==> src/rtl/div_unit.sv <==
// ============================================================================
// Module   : div_unit
// Purpose  : Iterative 32-bit restoring divider (DIV/DIVU/REM/REMU) for EX,
//            one quotient bit per cycle with pipeline stall handshake.
//            Optional macro DIV_FAST_SPECIAL_EN: zero-divisor and signed
//            overflow cases skip the iteration and complete in one cycle.
// Revision : 1.0 - initial release
// ============================================================================
`default_nettype none

module div_unit (
    input  logic        clk_i,
    input  logic        rstn_i,
    input  logic        start_i,
    input  logic [1:0]  div_oper_i,
    input  logic [31:0] operand_a_i,
    input  logic [31:0] operand_b_i,
    input  logic        flush_i,
    output logic        busy_o,
    output logic        stall_req_o,
    output logic        done_o,
    output logic [31:0] result_o
);

    localparam logic [5:0]  C_LAST_STEP = 6'd31;
    localparam logic [31:0] C_ALL_ONES  = 32'hFFFF_FFFF;
    localparam logic [31:0] C_INT_MIN   = 32'h8000_0000;

    typedef enum logic [1:0] {
        S_IDLE = 2'd0,
        S_CALC = 2'd1,
        S_DONE = 2'd2
    } state_t;

    state_t      state_q,    state_d;
    logic [5:0]  cnt_q,      cnt_d;
    logic [31:0] rem_q,      rem_d;
    logic [31:0] quo_q,      quo_d;
    logic [31:0] divisor_q,  divisor_d;
    logic [31:0] dividend_q, dividend_d;
    logic        is_rem_q,   is_rem_d;
    logic        a_neg_q,    a_neg_d;
    logic        b_neg_q,    b_neg_d;
    logic        div_zero_q, div_zero_d;
    logic        ovf_q,      ovf_d;

    logic        w_is_signed;
    logic        w_a_neg;
    logic        w_b_neg;
    logic [31:0] w_a_mag;
    logic [31:0] w_b_mag;
    logic        w_div_zero;
    logic        w_ovf;
    logic [32:0] w_shift;
    logic        w_ge;
    logic [31:0] w_diff;
    logic [31:0] w_quo_fix;
    logic [31:0] w_rem_fix;
    logic [31:0] w_result;

    // Operand decode used only in the IDLE latch cycle
    always_comb begin
        w_is_signed = ~div_oper_i[0];
        w_a_neg     = w_is_signed & operand_a_i[31];
        w_b_neg     = w_is_signed & operand_b_i[31];
        w_a_mag     = w_a_neg ? (32'd0 - operand_a_i) : operand_a_i;
        w_b_mag     = w_b_neg ? (32'd0 - operand_b_i) : operand_b_i;
        w_div_zero  = (operand_b_i == 32'd0);
        w_ovf       = w_is_signed & (operand_a_i == C_INT_MIN) & (operand_b_i == C_ALL_ONES);
    end

    // One restoring step: partial remainder always stays below the divisor,
    // so the 32-bit truncated difference is exact whenever it is taken.
    always_comb begin
        w_shift = {rem_q, quo_q[31]};
        w_ge    = (w_shift >= {1'b0, divisor_q});
        w_diff  = w_shift[31:0] - divisor_q;
    end

    // Sign correction and special-case overrides
    always_comb begin
        w_quo_fix = (a_neg_q ^ b_neg_q) ? (32'd0 - quo_q) : quo_q;
        w_rem_fix = a_neg_q ? (32'd0 - rem_q) : rem_q;
        if (div_zero_q) begin
            w_quo_fix = C_ALL_ONES;
            w_rem_fix = dividend_q;
        end else if (ovf_q) begin
            w_quo_fix = C_INT_MIN;
            w_rem_fix = 32'd0;
        end
        w_result = is_rem_q ? w_rem_fix : w_quo_fix;
    end

    always_comb begin
        state_d    = state_q;
        cnt_d      = cnt_q;
        rem_d      = rem_q;
        quo_d      = quo_q;
        divisor_d  = divisor_q;
        dividend_d = dividend_q;
        is_rem_d   = is_rem_q;
        a_neg_d    = a_neg_q;
        b_neg_d    = b_neg_q;
        div_zero_d = div_zero_q;
        ovf_d      = ovf_q;

        case (state_q)
            S_IDLE: begin
                if (start_i) begin
                    cnt_d      = 6'd0;
                    rem_d      = 32'd0;
                    quo_d      = w_a_mag;
                    divisor_d  = w_b_mag;
                    dividend_d = operand_a_i;
                    is_rem_d   = div_oper_i[1];
                    a_neg_d    = w_a_neg;
                    b_neg_d    = w_b_neg;
                    div_zero_d = w_div_zero;
                    ovf_d      = w_ovf;
`ifdef DIV_FAST_SPECIAL_EN
                    state_d    = (w_div_zero | w_ovf) ? S_DONE : S_CALC;
`else
                    state_d    = S_CALC;
`endif
                end
            end
            S_CALC: begin
                rem_d = w_ge ? w_diff : w_shift[31:0];
                quo_d = {quo_q[30:0], w_ge};
                cnt_d = cnt_q + 6'd1;
                if (cnt_q == C_LAST_STEP) begin
                    state_d = S_DONE;
                end
            end
            S_DONE: begin
                state_d = S_IDLE;
            end
            default: begin
                state_d = S_IDLE;
            end
        endcase

        // Flush overrides both a new start and completion
        if (flush_i) begin
            state_d = S_IDLE;
        end
    end

    always_ff @(posedge clk_i) begin
        if (!rstn_i) begin
            state_q    <= S_IDLE;
            cnt_q      <= 6'd0;
            rem_q      <= 32'd0;
            quo_q      <= 32'd0;
            divisor_q  <= 32'd0;
            dividend_q <= 32'd0;
            is_rem_q   <= 1'b0;
            a_neg_q    <= 1'b0;
            b_neg_q    <= 1'b0;
            div_zero_q <= 1'b0;
            ovf_q      <= 1'b0;
        end else begin
            state_q    <= state_d;
            cnt_q      <= cnt_d;
            rem_q      <= rem_d;
            quo_q      <= quo_d;
            divisor_q  <= divisor_d;
            dividend_q <= dividend_d;
            is_rem_q   <= is_rem_d;
            a_neg_q    <= a_neg_d;
            b_neg_q    <= b_neg_d;
            div_zero_q <= div_zero_d;
            ovf_q      <= ovf_d;
        end
    end

    always_comb begin
        busy_o      = (state_q != S_IDLE);
        done_o      = (state_q == S_DONE);
        result_o    = done_o ? w_result : 32'd0;
        stall_req_o = start_i & ~done_o;
    end

endmodule

`default_nettype wire

==> config.mk <==
export PLATFORM = sky130hd
export DESIGN_NAME = div_unit
export DESIGN_NICKNAME = d
export VERILOG_FILES = /design/src/rtl/div_unit.sv
export SDC_FILE = /design/constraint.sdc
export NUM_CORES = 1
export LEC_CHECK = 0
export CAP_MARGIN = 40
export CORE_UTILIZATION = 45
export CTS_BUF_LIST = sky130_fd_sc_hd__clkbuf_4 sky130_fd_sc_hd__clkbuf_8
export CTS_CLUSTER_SIZE = 10
export DETAILED_ROUTE_END_ITERATION = 10
export GPL_TIMING_DRIVEN = 0
export PLACE_DENSITY = 0.7
export SLEW_MARGIN = 20
export SYNTH_ARGS = -nofsm -noshare
export SYNTH_HDL_FRONTEND = slang
export SYNTH_SLANG_ARGS = --single-unit
==> constraint.sdc <==
create_clock -name clk_i -period 6.5 [get_ports clk_i]
set_input_delay 0.975 -clock clk_i [delete_from_list [all_inputs] [get_ports clk_i]]
set_output_delay 0.975 -clock clk_i [all_outputs]
set_load 0.1 [all_outputs]
==> summary.md, run 1 <==
| Metric | Value |
|---|---|
| Number of synthesis warnings | 0 |
| Synth Area in Compound Gates | 29.1% |
| Htree depth | 4 |
| Routed Antenna Nets | 0 |
| Mux cell area share after synthesis | 1.87% |
| Vias | 11,767 |
| Adder-cell area share of the yosys netlist | 4.62% |
| Nature of the critical path startpoint | register |
| CTS resizes | 0 |
| Endpoint class of the critical path | output pin |
| Pwr/cell area | 175 nW/µm² |
| Clock Sink Count | 141 |
| CP Max Fanout | 7 |
| Gpl congestion | 0.994 |
| Number of flops mapped to enable cells by yosys | 0 |
| Die width | 156 µm |
| Slew Limit Fails | 0 |
| Internal power | 1530 µW |
| Final setup vio count | 0 |
| Synthesis-to-layout area growth | 22.3% |
| Final Util | 56.1% |
| Worst skew pair latency | 470 ps |
| Post-synthesis simple-gate area fraction | 21.7% |
| Area leader, netlist | dfxtp_1 |
| Crit path kind | reg -> out |
| Clock power share | 33.3% |
| NetSw | 771 µW |
| Leakage power | 0.00514 µW |
| Final wirelength | 40,600 µm |
| CTS Hold Bufs | 0 |
| Vias per cell | 6.08 |
| Largest family of logic cells by synthesized area | compound AO/OA/AOI/OAI gates |
| Main synth FF type | dfxtp_1 |
| Gate Count Post-Synth | 1,441 |
| Worst slew margin | 42.0% |
| First-pass GRT wire length | 61,300 µm |
| Sequential-to-total area share from yosys stat | 26.3% |
| Yosys top cell area share | 26.3% |
| Layout net count | 1,712 |
| Syn nets | 1,550 |
| CTS Buf Count | 17 |
| Number of global-route vias before repair | 10,699 |
| Worst slew pin tran | 870 ps |
| Fin crit period | 5550 ps |
| Post-DP Area | 12,700 µm² |
| PortBufs | 103 |
| DP Wirelength | 32,100 µm |
| Setup bufs post-CTS | 0 |
| CTS clock-pin slew for the worst setup and hold paths | 80 ps |
| Total gr overflow | 0 |
| Core box area | 23,400 µm² |
| Total Power | 2300 µW |
| Async SR Flop Fraction | 0% |
| Routed wire length per instance | 21.0 µm |
| Hold Fails Final Rpt | 0 |
| Row cnt | 56 |
| Layout cells sized above 1 | 6.13% |
| Crit path from | quo_q[6] |
| Synth top area cells | dfxtp_1 (26%), nand2_1 (6.8%), xnor2_1 (6.0%), o21ai_0 (5.9%), a21oi_1 (5.3%) |
| Number of antenna violations at the first check in global routing | 0 |
| Distinct cells, synth | 72 |
| Avg Inst Size Synth | 7.44 µm² |
| Overall Global Routing Usage | 33.3% |
| DRT iter0 DRCs | 1,329 |
| Starting Density | 45.8% |
| Synth Register Bits | 141 |
| Final Cycle Share | 85.4% |
| Clock Path Buffers | 2 |
| Final instance area | 13,100 µm² |
| Drt first pass iters | 7 |
| DR DRC count | 0 |
| Peak supply drop | 0.000140 V |
| Worst Hold Launch | dividend_q[2] |
| Die ar. | 24,500 µm² |
| Largest net degree at the start of global routing | 17 |
| # diodes | 0 |
| Setup_tns | 0 ps |
| CTS tree | built |
| Worst Path Required | 5520 ps |
| Clk_skew | 11.8 ps |
| R2R Path Start | rem_q[12] |
| DIE HEIGHT | 156 µm |
| Max Cap Violations | 0 |
| Hold Crit Class | reg -> reg |
| Xor and xnor fraction of the mapped netlist area | 11.2% |
| Combinational share of power | 25.1% |
| Post-Syn Area | 10,700 µm² |
| Switching share of power | 33.5% |
| I/O Pins | 105 |
| Status | complete, no violations |
| Unrepaired setup endpoints after global routing | no |
| CTS Root Cell | clkbuf_8 |
| Sequential power share | 41.6% |
| CP Data Arrival Time | 4570 ps |
| Peak Freq | 180 MHz |
-- cell usage after synthesis (17+ instances only) --
| cell type | n |
|---|---|
| a21boi_0 | 32 |
| a21oi_1 | 114 |
| clkbuf_1 | 82 |
| dfxtp_1 | 141 |
| ha_1 | 38 |
| inv_1 | 57 |
| mux2i_1 | 20 |
| nand2_1 | 194 |
| nand3_1 | 24 |
| nand4_1 | 17 |
| nor2_1 | 90 |
| nor3_1 | 30 |
| nor4_1 | 17 |
| o211a_1 | 28 |
| o21ai_0 | 126 |
| o22ai_1 | 20 |
| o31ai_1 | 24 |
| or3_1 | 23 |
| xnor2_1 | 74 |
| xor2_1 | 63 |
-- routing by layer --
metal	vias to the layer above	share of wire (%)	global-route usage (%)
li1	5543	-	-
met1	5523	43	44.9
met2	608	44	52.1
met3	93	8.7	5.26
met4	0	4.5	15.2
met5	-	0	0
-- final timing paths --
kind	endpoint	slack [ps]	depth (start not counted)
setup / recovery	result_o[31]	950	10
hold / removal	dividend_q[2]	460	2
setup reg to reg	rem_q[2]	2800	12
hold reg to reg	dividend_q[2]	460	2
-- worst max-delay path: stages, from the launching register on --
cell and delay [ps]:
dfxtp_1 300, clkbuf_1 170, or4_1 600, nor4_1 660
nand2_1 300, nor3_1 500, a21oi_1 160, xnor2_1 170
a311oi_1 440, clkdlybuf4s50_1 600, buf_8 200
-- cells in the final DEF (no fill, tap or decap), types with 30 or more instances in the layout --
master,synthesis,final
ha_1,38,38
nand2_1,194,194
nor2_1,90,90
o21ai_0,126,126
dfxtp_1,141,141
xor2_1,63,63
a21boi_0,32,32
buf_8,0,35
xnor2_1,74,74
inv_1,57,57
nor3_1,30,30
clkdlybuf4s50_1,0,103
clkbuf_1,82,82
a21oi_1,114,114
-- state kept, by name, indices dropped and copies added (netlist names), 2 cells and up --
register	flops
dividend_q	32
state_q	2
divisor_q	32
cnt_q	6
rem_q	32
quo_q	32
-- area by class of cell --
type / instances / area, µm²
fillers: 2287 / 10300
well taps: 319 / 399
clock inverters: 11 / 143
flip-flops and latches: 141 / 2820
inverters: 57 / 214
plain buffers: 92 / 352
clock buffers: 20 / 269
repair buffers: 143 / 1580
multi-input cells: 1151 / 7340
-- power by group through the flow --
stage	registers [µW]	logic, µW	clock network, µW
global placement	975	552	0
CTS	955	563	765
global route	960	626	807
floorplan	956	363	0
detailed placement	975	561	0
finish	957	578	766
-- through the flow --
step	hold slack (ps)	setup slack, ps	instances
finish	464	952	1934
global route	485	658	1934
CTS	462	1050	1931
detailed placement	451	1560	1900
global placement	452	1270	1863
floorplan	433	1020	1441
-- cells by family (layout without fill, tap and decap cells) --
logic type / after synthesis / count (layout)
compound gates: 476 / 476
flops: 141 / 141
mux: 20 / 20
simple gates: 479 / 479
fa+ha+maj: 39 / 39
xor+xnor: 137 / 137
buf+inv: 149 / 323
Power figures use the tool's default switching activity.
==> run 2, diff against run 1 <==
--- a/config.mk
+++ b/config.mk
@@ -5,7 +5,7 @@
 export SDC_FILE = /design/constraint.sdc
 export NUM_CORES = 1
 export LEC_CHECK = 0
-export CAP_MARGIN = 40
+export CAP_MARGIN = 20
 export CORE_UTILIZATION = 45
 export CTS_BUF_LIST = sky130_fd_sc_hd__clkbuf_4 sky130_fd_sc_hd__clkbuf_8
 export CTS_CLUSTER_SIZE = 10
==> run 2 against run 1 <==
Non-clock buffer count decreased by 40. Maximum frequency decreased by 6.4%. Clock skew increased by 2.2 ps. Total power increased by 3.8%. Die area unchanged. Utilization decreased by 2.1 points. Setup slack got worse by 380 ps. Critical path depth decreased by 1. Sequential power about the same. Sequential cell count unchanged. Wire length decreased by 0.85%. Sequential share of layout area increased by 0.84 points. Largest power group unchanged. Highest routed layer unchanged.
==> summary.md, run 2 (synthesized netlist as in run 1, its figures left out) <==
| Metric | Value |
|---|---|
| Layout net count | 1,672 |
| Final Util | 54.0% |
| R2R Path Start | rem_q[12] |
| Number of antenna violations at the first check in global routing | 1 |
| Unrepaired setup endpoints after global routing | no |
| Post-DP Area | 12,200 µm² |
| Master of the slowest instance on the critical path | clkdlybuf4s50_1 |
| Final setup vio count | 0 |
| Worst skew pair latency | 470 ps |
| DRT iter0 DRCs | 1,232 |
| Final wirelength | 40,300 µm |
| Max Cap Violations | 0 |
| CTS resizes | 0 |
| Die ar. | 24,500 µm² |
| RR Endpoint | rem_q[2] |
| Reg2reg path depth | 12 |
| Endpoint class of the critical path | output pin |
| Leakage power | 0.00489 µW |
| Starting Density | 45.8% |
| Setup_tns | 0 ps |
| Pre-CTS WS | 1280 ps |
| Crit path kind | reg -> out |
| Pwr/cell area | 189 nW/µm² |
| CTS tree | built |
| Fin crit period | 5930 ps |
| CP Max Fanout | 7 |
| Vias | 11,661 |
| WP buf/inv | 2 |
| CTS clock-pin slew for the worst setup and hold paths | 80 ps |
| Worst Setup EP | result_o[31] |
| Total Power | 2390 µW |
| Routed Antenna Nets | 0 |
| Clk_skew | 14.0 ps |
| Synthesis-to-layout area growth | 17.7% |
| Peak supply drop | 0.000141 V |
| Worst slew pin tran | 1130 ps |
| First-pass GRT wire length | 61,100 µm |
| Stages on worst setup path | 9 |
| Top Family by Delay on Critical Path | simple AND/OR/NAND/NOR gates |
| R2r setup slk | 2810 ps |
| Final Cycle Share | 91.2% |
| Clock Path Buffers | 2 |
| Largest net degree at the start of global routing | 17 |
| Clock Sink Count | 141 |
| Slew Limit Fails | 0 |
| Core box area | 23,400 µm² |
| Status | complete, no violations |
| Nature of the critical path startpoint | register |
| Htree depth | 4 |
| PortBufs | 103 |
| Cell-by-cell trace of the critical path | clkbuf_1 > or4_1 > nor4_1 > nand2_1 > nor3_1 > a21oi_1 > xnor2_1 > a311oi_1 > clkdlybuf4s50_1 |
| CTS Root Cell | clkbuf_8 |
| DIE HEIGHT | 156 µm |
| Most frequent standard cell in the layout excluding fill and tap cells | nand2_1 |
| DR DRC count | 0 |
| Drt first pass iters | 6 |
| CP peak stage delay | 1210 ps |
| Setup bufs post-CTS | 0 |
| Final worst slack | 572 ps |
| Hold Fails Final Rpt | 0 |
| Row cnt | 56 |
| I/O Pins | 105 |
| Most frequent cells in the layout | nand2_1 (194), dfxtp_1 (141), o21ai_0 (126), a21oi_1 (114), clkdlybuf4s50_1 (103) |
| Gpl congestion | 0.994 |
| Vias per cell | 6.15 |
| Worst slew margin | 24.4% |
| CTS Hold Bufs | 0 |
| Layout cells sized above 1 | 3.81% |
| Crit path from | quo_q[6] |
| DP Wirelength | 31,600 µm |
| Total gr overflow | 0 |
| Final instance area | 12,600 µm² |
| CTS Buf Count | 17 |
| Hold Crit Class | reg -> reg |
| FILL cells | 2,395 |
| Number of global-route vias before repair | 10,602 |
| CP Data Arrival Time | 4950 ps |
| Peak Freq | 169 MHz |
| Routed wire length per instance | 21.2 µm |
| # diodes | 0 |
| Overall Global Routing Usage | 33.3% |
| Die width | 156 µm |
| Worst Path Required | 5520 ps |
-- run 2: layout make-up --
type | count | area (µm²) | area share, %
Clock inverter | 10 | 186 | 1.48
Multi-Input combinational cell | 1151 | 7340 | 58.1
Clock buffer | 22 | 284 | 2.25
Tap cell | 319 | 399 | 3.16
Timing Repair Buffer | 103 | 1030 | 8.16
Inverter | 57 | 214 | 1.69
Buffer | 92 | 352 | 2.78
Sequential cell | 141 | 2820 | 22.4
-- run 2: worst min-delay path by stage --
stage / start / endpoint / slack [ps] / cells after the start
floorplan: dividend_q[1] / dividend_q[1] / 430 / 2
global placement: dividend_q[3] / dividend_q[3] / 450 / 2
detailed placement: dividend_q[2] / dividend_q[2] / 450 / 2
CTS: dividend_q[2] / dividend_q[2] / 460 / 2
global route: dividend_q[30] / dividend_q[30] / 480 / 2
finish: dividend_q[2] / dividend_q[2] / 460 / 2
-- run 2: worst reg2reg max path: cells and delay by family, from the launching register on --
family,cells,cell delay [ps]
compound gates,5,860
simple gates,3,1060
flops,1,410
buf+inv,3,940
fa+ha+maj,1,310
-- run 2: metrics by stage --
step | hold WS [ps] | cells
after floorplan | 433 | 1441
after global placement | 452 | 1863
final | 462 | 1895
after detailed placement | 451 | 1863
after global routing | 485 | 1895
after CTS | 462 | 1895
-- run 2: where the power goes --
part           switching [µW]  internal (µW)
Clock                     369            490
Sequential               47.9            909
Combinational             355            218
-- run 2: layer usage --
layer / share of wire, % / vias to the layer above / global-route usage, % / routed length (µm)
li1: - / 5446 / - / -
met1: 44 / 5560 / 45.4 / 17600
met2: 43 / 565 / 50.6 / 17300
met3: 8.5 / 90 / 5.37 / 3410
met4: 4.8 / 0 / 16.7 / 1930
met5: 0 / - / 0 / 0
